--- src/rtl/serial_frame_deser.sv ---
// serial_frame_deser: hunts a serial bit stream for a sync pattern, shifts in
// one DATA_W-bit payload after each sync, and queues finished words in a
// 2-entry buffer drained by a valid/ready handshake. ovf and perr are sticky.
// Define SERIAL_FRAME_DESER_PARITY_EN to expect a trailing even-parity bit per
// frame; without it perr is tied to 0.
module serial_frame_deser #(
  parameter int                DATA_W = 8,
  parameter int                SYNC_W = 8,
  parameter logic [SYNC_W-1:0] SYNC   = 8'hA5
) (
  input  logic              clk,
  input  logic              rst_n,
  input  logic              din,
  input  logic              clr,
  output logic [DATA_W-1:0] dout,
  output logic              dout_valid,
  input  logic              dout_ready,
  output logic              locked,
  output logic              ovf,
  output logic              perr
);

  localparam int HC_W = $clog2(SYNC_W + 1);
  localparam int BC_W = $clog2(DATA_W + 1);
  localparam logic [HC_W-1:0] HC_MAX  = HC_W'(SYNC_W);
  localparam logic [HC_W-1:0] HC_DET  = HC_W'(SYNC_W - 1);
  localparam logic [BC_W-1:0] BC_LAST = BC_W'(DATA_W - 1);
  // The parity build keeps the whole word to check it on the parity edge;
  // otherwise the last bit goes straight from din into the pushed word.
`ifdef SERIAL_FRAME_DESER_PARITY_EN
  localparam int DREG_W = DATA_W;
`else
  localparam int DREG_W = DATA_W - 1;
`endif

  typedef enum logic [1:0] {ST_HUNT, ST_DATA, ST_PAR} state_e;

  state_e              state_q, state_d;
  // Only SYNC_W-1 bits of history are stored: the match always includes din.
  logic [SYNC_W-2:0]   sr_q, sr_d;
  logic [SYNC_W-1:0]   sr_shift;
  logic [HC_W-1:0]     hunt_cnt_q, hunt_cnt_d;
  logic [BC_W-1:0]     bit_cnt_q, bit_cnt_d;
  logic [DREG_W-1:0]   data_q, data_d;
  logic [DATA_W-1:0]   data_shift;
  logic [DATA_W-1:0]   head_q, head_d;
  logic                head_vld_q, head_vld_d;
  logic [DATA_W-1:0]   tail_q, tail_d;
  logic                tail_vld_q, tail_vld_d;
  logic                locked_q, locked_d;
  logic                ovf_q, ovf_d;
  logic                sync_hit, push, pop, ovf_set;
  logic [DATA_W-1:0]   word;
`ifdef SERIAL_FRAME_DESER_PARITY_EN
  logic                perr_q, perr_d, perr_set;
`endif

  // Next-state for the frame FSM, the two-entry output buffer and the flags.
  always_comb begin
    state_d    = state_q;
    sr_d       = sr_q;
    hunt_cnt_d = hunt_cnt_q;
    bit_cnt_d  = bit_cnt_q;
    data_d     = data_q;
    head_d     = head_q;
    head_vld_d = head_vld_q;
    tail_d     = tail_q;
    tail_vld_d = tail_vld_q;
    push       = 1'b0;
    word       = '0;
    ovf_set    = 1'b0;
`ifdef SERIAL_FRAME_DESER_PARITY_EN
    perr_set   = 1'b0;
    data_shift = {data_q[DATA_W-2:0], din};
`else
    data_shift = {data_q, din};
`endif
    sr_shift   = {sr_q, din};
    // The count guard keeps leftover history from completing a sync early.
    sync_hit   = (sr_shift == SYNC) && (hunt_cnt_q >= HC_DET);

    case (state_q)
      ST_HUNT: begin
        sr_d = sr_shift[SYNC_W-2:0];
        if (hunt_cnt_q != HC_MAX) hunt_cnt_d = hunt_cnt_q + 1'b1;
        if (sync_hit) begin
          state_d    = ST_DATA;
          bit_cnt_d  = '0;
          sr_d       = '0;
          hunt_cnt_d = '0;
        end
      end
      ST_DATA: begin
        data_d    = data_shift[DREG_W-1:0];
        bit_cnt_d = bit_cnt_q + 1'b1;
        if (bit_cnt_q == BC_LAST) begin
`ifdef SERIAL_FRAME_DESER_PARITY_EN
          state_d    = ST_PAR;
`else
          push       = 1'b1;
          word       = data_shift;
          state_d    = ST_HUNT;
          hunt_cnt_d = '0;
`endif
        end
      end
`ifdef SERIAL_FRAME_DESER_PARITY_EN
      ST_PAR: begin
        if (din == ^data_q) begin
          push = 1'b1;
          word = data_q;
        end else begin
          perr_set = 1'b1;
        end
        state_d    = ST_HUNT;
        hunt_cnt_d = '0;
      end
`endif
      default: begin
        state_d    = ST_HUNT;
        hunt_cnt_d = '0;
      end
    endcase

    // head is what dout shows; tail is the second slot behind it.
    pop = head_vld_q & dout_ready;
    if (pop) begin
      if (tail_vld_q) begin
        head_d = tail_q;
        if (push) tail_d = word;
        else      tail_vld_d = 1'b0;
      end else if (push) begin
        head_d = word;
      end else begin
        head_vld_d = 1'b0;
      end
    end else if (push) begin
      if (!head_vld_q) begin
        head_d     = word;
        head_vld_d = 1'b1;
      end else if (!tail_vld_q) begin
        tail_d     = word;
        tail_vld_d = 1'b1;
      end else begin
        ovf_set = 1'b1;
      end
    end

    locked_d = (state_d != ST_HUNT);
    ovf_d    = (ovf_q & ~clr) | ovf_set;
`ifdef SERIAL_FRAME_DESER_PARITY_EN
    perr_d   = (perr_q & ~clr) | perr_set;
`endif
  end

  // State and registered outputs; reset discards any partial frame at once.
  always_ff @(posedge clk or negedge rst_n) begin
    if (!rst_n) begin
      state_q    <= ST_HUNT;
      sr_q       <= '0;
      hunt_cnt_q <= '0;
      bit_cnt_q  <= '0;
      data_q     <= '0;
      head_q     <= '0;
      head_vld_q <= 1'b0;
      tail_q     <= '0;
      tail_vld_q <= 1'b0;
      locked_q   <= 1'b0;
      ovf_q      <= 1'b0;
`ifdef SERIAL_FRAME_DESER_PARITY_EN
      perr_q     <= 1'b0;
`endif
    end else begin
      state_q    <= state_d;
      sr_q       <= sr_d;
      hunt_cnt_q <= hunt_cnt_d;
      bit_cnt_q  <= bit_cnt_d;
      data_q     <= data_d;
      head_q     <= head_d;
      head_vld_q <= head_vld_d;
      tail_q     <= tail_d;
      tail_vld_q <= tail_vld_d;
      locked_q   <= locked_d;
      ovf_q      <= ovf_d;
`ifdef SERIAL_FRAME_DESER_PARITY_EN
      perr_q     <= perr_d;
`endif
    end
  end

  assign dout       = head_q;
  assign dout_valid = head_vld_q;
  assign locked     = locked_q;
  assign ovf        = ovf_q;
`ifdef SERIAL_FRAME_DESER_PARITY_EN
  assign perr       = perr_q;
`else
  assign perr       = 1'b0;
`endif

endmodule

--- config.mk ---
export PLATFORM = sky130hd
export DESIGN_NAME = serial_frame_deser
export DESIGN_NICKNAME = d
export VERILOG_FILES = /design/src/rtl/serial_frame_deser.sv
export SDC_FILE = /design/constraint.sdc
export NUM_CORES = 1
export LEC_CHECK = 0
export CORE_MARGIN = 2
export CORE_UTILIZATION = 49
export CTS_BUF_LIST = sky130_fd_sc_hd__clkbuf_2
export CTS_CLUSTER_SIZE = 8
export DETAILED_ROUTE_END_ITERATION = 7
export PLACE_DENSITY = 0.75
export SKIP_LAST_GASP = 1
export SLEW_MARGIN = 40
export SYNTH_ARGS = -nofsm -noshare
export SYNTH_HDL_FRONTEND = slang
export SYNTH_SLANG_ARGS = --single-unit
--- constraint.sdc ---
create_clock -name clk -period 5.3 [get_ports clk]
set_input_delay 1.06 -clock clk [delete_from_list [all_inputs] [get_ports clk]]
set_output_delay 1.06 -clock clk [all_outputs]
set_load 0.05 [all_outputs]
==> flow_summary.yaml <==
status:
  status: "finished clean"
synth:
  synth.most_common_cell: "dfrtp_1"
  async_reset_ff_frac: 1.000
  syn_area_sq_um: 2019
  synthCells: 162
  avgSynthCellArea_sq_um: 12.47
  synth-edff-count: 0
  synth_xor_area_frac: 0
  synth_top_family_by_area: "multiplexers"
  synthAdderAreaFrac: 0.02478
  synth_area_leader_cell: "dfrtp_1"
  synth_ff_type: "dfrtp_1"
  synth_area_leaders: "dfrtp_1 55%, mux2_2 13%, mux2_4 5.9%"
  synth-seq-cells: 44
  synth_compound_area_frac: 0.08426
  yosysUniqueCellTypes: 34
  synth_top_area_frac: 0.5452
  synthMuxAreaShare: 0.1933
  seq_area_frac_synth: 0.5452
  synthTopCellsByCount: "44 x dfrtp_1, 27 x nand2_1, 24 x mux2_2"
  ys_warn_count: 0
  synth-simple-area-share: 0.1190
power:
  p_total_mw: 0.6075
  leakage_nw: 1.135
  p_int_mw: 0.4553
  power_frac_comb: 0.086
  irDropWorstVdd_mv: 0.1777
  sequentialPowerShare: 0.602
  switching_power_mw: 0.1521
  power_frac_clock: 0.312
  p_per_area_nw_per_um2: 268.7
  switching_share: 0.2504
sta:
  tns_ps: 0
  hold_viol: 0
  period_share: 0.5241
  slew_headroom: 0.5002
  worst_pin_slew_ps: 748.2
  rsz0062_at_grt: "false"
  final.min_clock_period_ps: 2778
  slew_violations: 0
  fmax_ghz: 0.3600
  finalSetupViolCount: 0
  skew_ps: 17.35
clock_tree:
  cts_hold_buf: 0
  cts_tree: "done"
  cts.sinks: 44
  htree_levels: 2
  cts_buffers: 5
  cts.reportedPaths.clkPinSlew_ps: 210
  root_buffer: "clkbuf_2"
  cts_setup_buffers: 0
  clkLatencyLatePin_ps: 410
  clk_path_buf_depth: 2
  cts_resized: 0
floorplan:
  ioPinCount: 17
  die_h_um: 68.20
  die_w_um: 68.20
  num_rows: 23
  core_area_sq_um: 3971
  die-area_sq_um: 4651
  start_util: 0.5085
worst_setup_path:
  crit_arrival_ps: 1720
  worstSetupEndpointType: "primary output"
  crit_family: "buffers and inverters"
  reg2reg_from: "bit_cnt_q[0]"
  setup.worst_path.class: "flip-flop to primary output"
  r2r_end: "dout[6]"
  critPathLaunchType: "flip-flop"
  path_max_fanout: 7
  endpoint: "dout_valid"
  crit_path_top_delay_cell: "clkdlybuf4s50_1"
  regToRegSetupSlack_ps: 3160
  worst-path-buf-inv: 1
  crit_start: "dout_valid"
  path_cells: "clkdlybuf4s50_1"
  critPathMaxStageDelay_ps: 830
  path_depth: 1
  r2r_cells: 5
  crit_required_ps: 4240
detailed_routing:
  drt_wl_total_mm: 3.470
  ant_nets: 0
  drtPass1Iterations: 2
  route.detailed.drc: 0
  vias: 1257
  vias_per_cell: 5.442
  routedWlPerCell_um: 15.02
  drt_iter0_markers: 77
grt:
  use_met2: 0.3046
  grt_pass1_vias: 1378
  grt.met3_usage: 0.04441
  use_met1: 0.2161
  grt_max_degree: 45
  antenna_found_initial: 0
  grt.total_usage: 0.1802
  grt_pass1_wl_mm: 6.085
  overflow: 0
  grt.busiest_layer: "met2"
run:
  cap_viol_max_count: 0
layout:
  finalNetCount: 189
  area_growth_pct: 11.96
  drive_above_1_share: 0.2597
  diodes: 0
placement:
  gp_congestion: 0.7286
  io_buffers: 15
  dp_hpwl_mm: 2.457
hold_path:
  hold_class: "flip-flop to flip-flop"
  min_from: "sr_q[6]"
-- area by class of cell --
class | instances | area (sq um)
repair buffers | 15 | 147.6
well taps | 50 | 62.56
clock inverters | 2 | 35.03
clock buffers | 6 | 30.03
multi-input cells | 107 | 858.3
flip-flops and latches | 44 | 1101
inverters | 7 | 26.28
fillers | 345 | 1710
-- layout by cell type, fill, tap and decap left out, types with 2 or more instances in the layout --
master	n
nor2_1	4
nand2_1	27
nor3_4	2
conb_1	2
nand3_1	2
ha_1	4
a22o_1	5
o22ai_1	2
o31ai_1	3
mux2_2	24
nand3b_1	2
clkdlybuf4s50_1	14
o21ai_0	5
clkbuf_2	6
inv_1	7
nor2b_1	2
dfrtp_1	44
mux2_4	8
-- stage by stage --
stage	util	worst slack, ps	cells	area (sq um)	hold slack, ps
global placement	0.5523	2419	223	2193	459.7
global route	0.5693	2436	231	2261	558.8
CTS	0.5693	2498	231	2261	535.9
finish	0.5693	2522	231	2261	532.6
floorplan	-	3029	163	2023	445.6
detailed placement	0.5529	2313	223	2196	489.4
-- power by group through the flow --
stage	Combinational, mW	Clock, mW	Sequential (mW)
CTS	0.0536	0.192	0.365
global route	0.0596	0.209	0.368
global placement	0.0499	0	0.369
floorplan	0.0281	0	0.374
finish	0.0524	0.189	0.366
detailed placement	0.0535	0	0.371
-- metal layers --
layer  part of all wire  vias to the layer above
met4              0.018                        0
met1               0.45                      633
li1                   -                      600
met3              0.027                        8
met5                  0                        -
met2               0.50                       16
-- logic make-up after synthesis --
logic type / Yosys count
AO/OA/AOI/OAI: 23
multiplexers: 32
flip-flops: 44
AND/OR/NAND/NOR: 46
adder cells (fa/ha/maj): 4
buffers and inverters: 12
other: 1
-- registers in the layout (all words and copies together) (netlist names), 2 cells and up --
name,count
hunt_cnt_q,4
state_q,2
tail_q,8
bit_cnt_q,4
data_q,7
sr_q,7
dout,8
-- worst min path at each step --
stage	endpoint	slack (ps)	cells past startpoint
6_report	sr_q[6]	530	2
5_1_grt	tail_q[5]	560	1
4_1_cts	tail_q[5]	540	1
3_5_place_dp	sr_q[1]	490	2
3_3_place_gp	sr_q[6]	460	2
2_1_floorplan	sr_q[6]	450	2
Power figures use the tool's default switching activity.
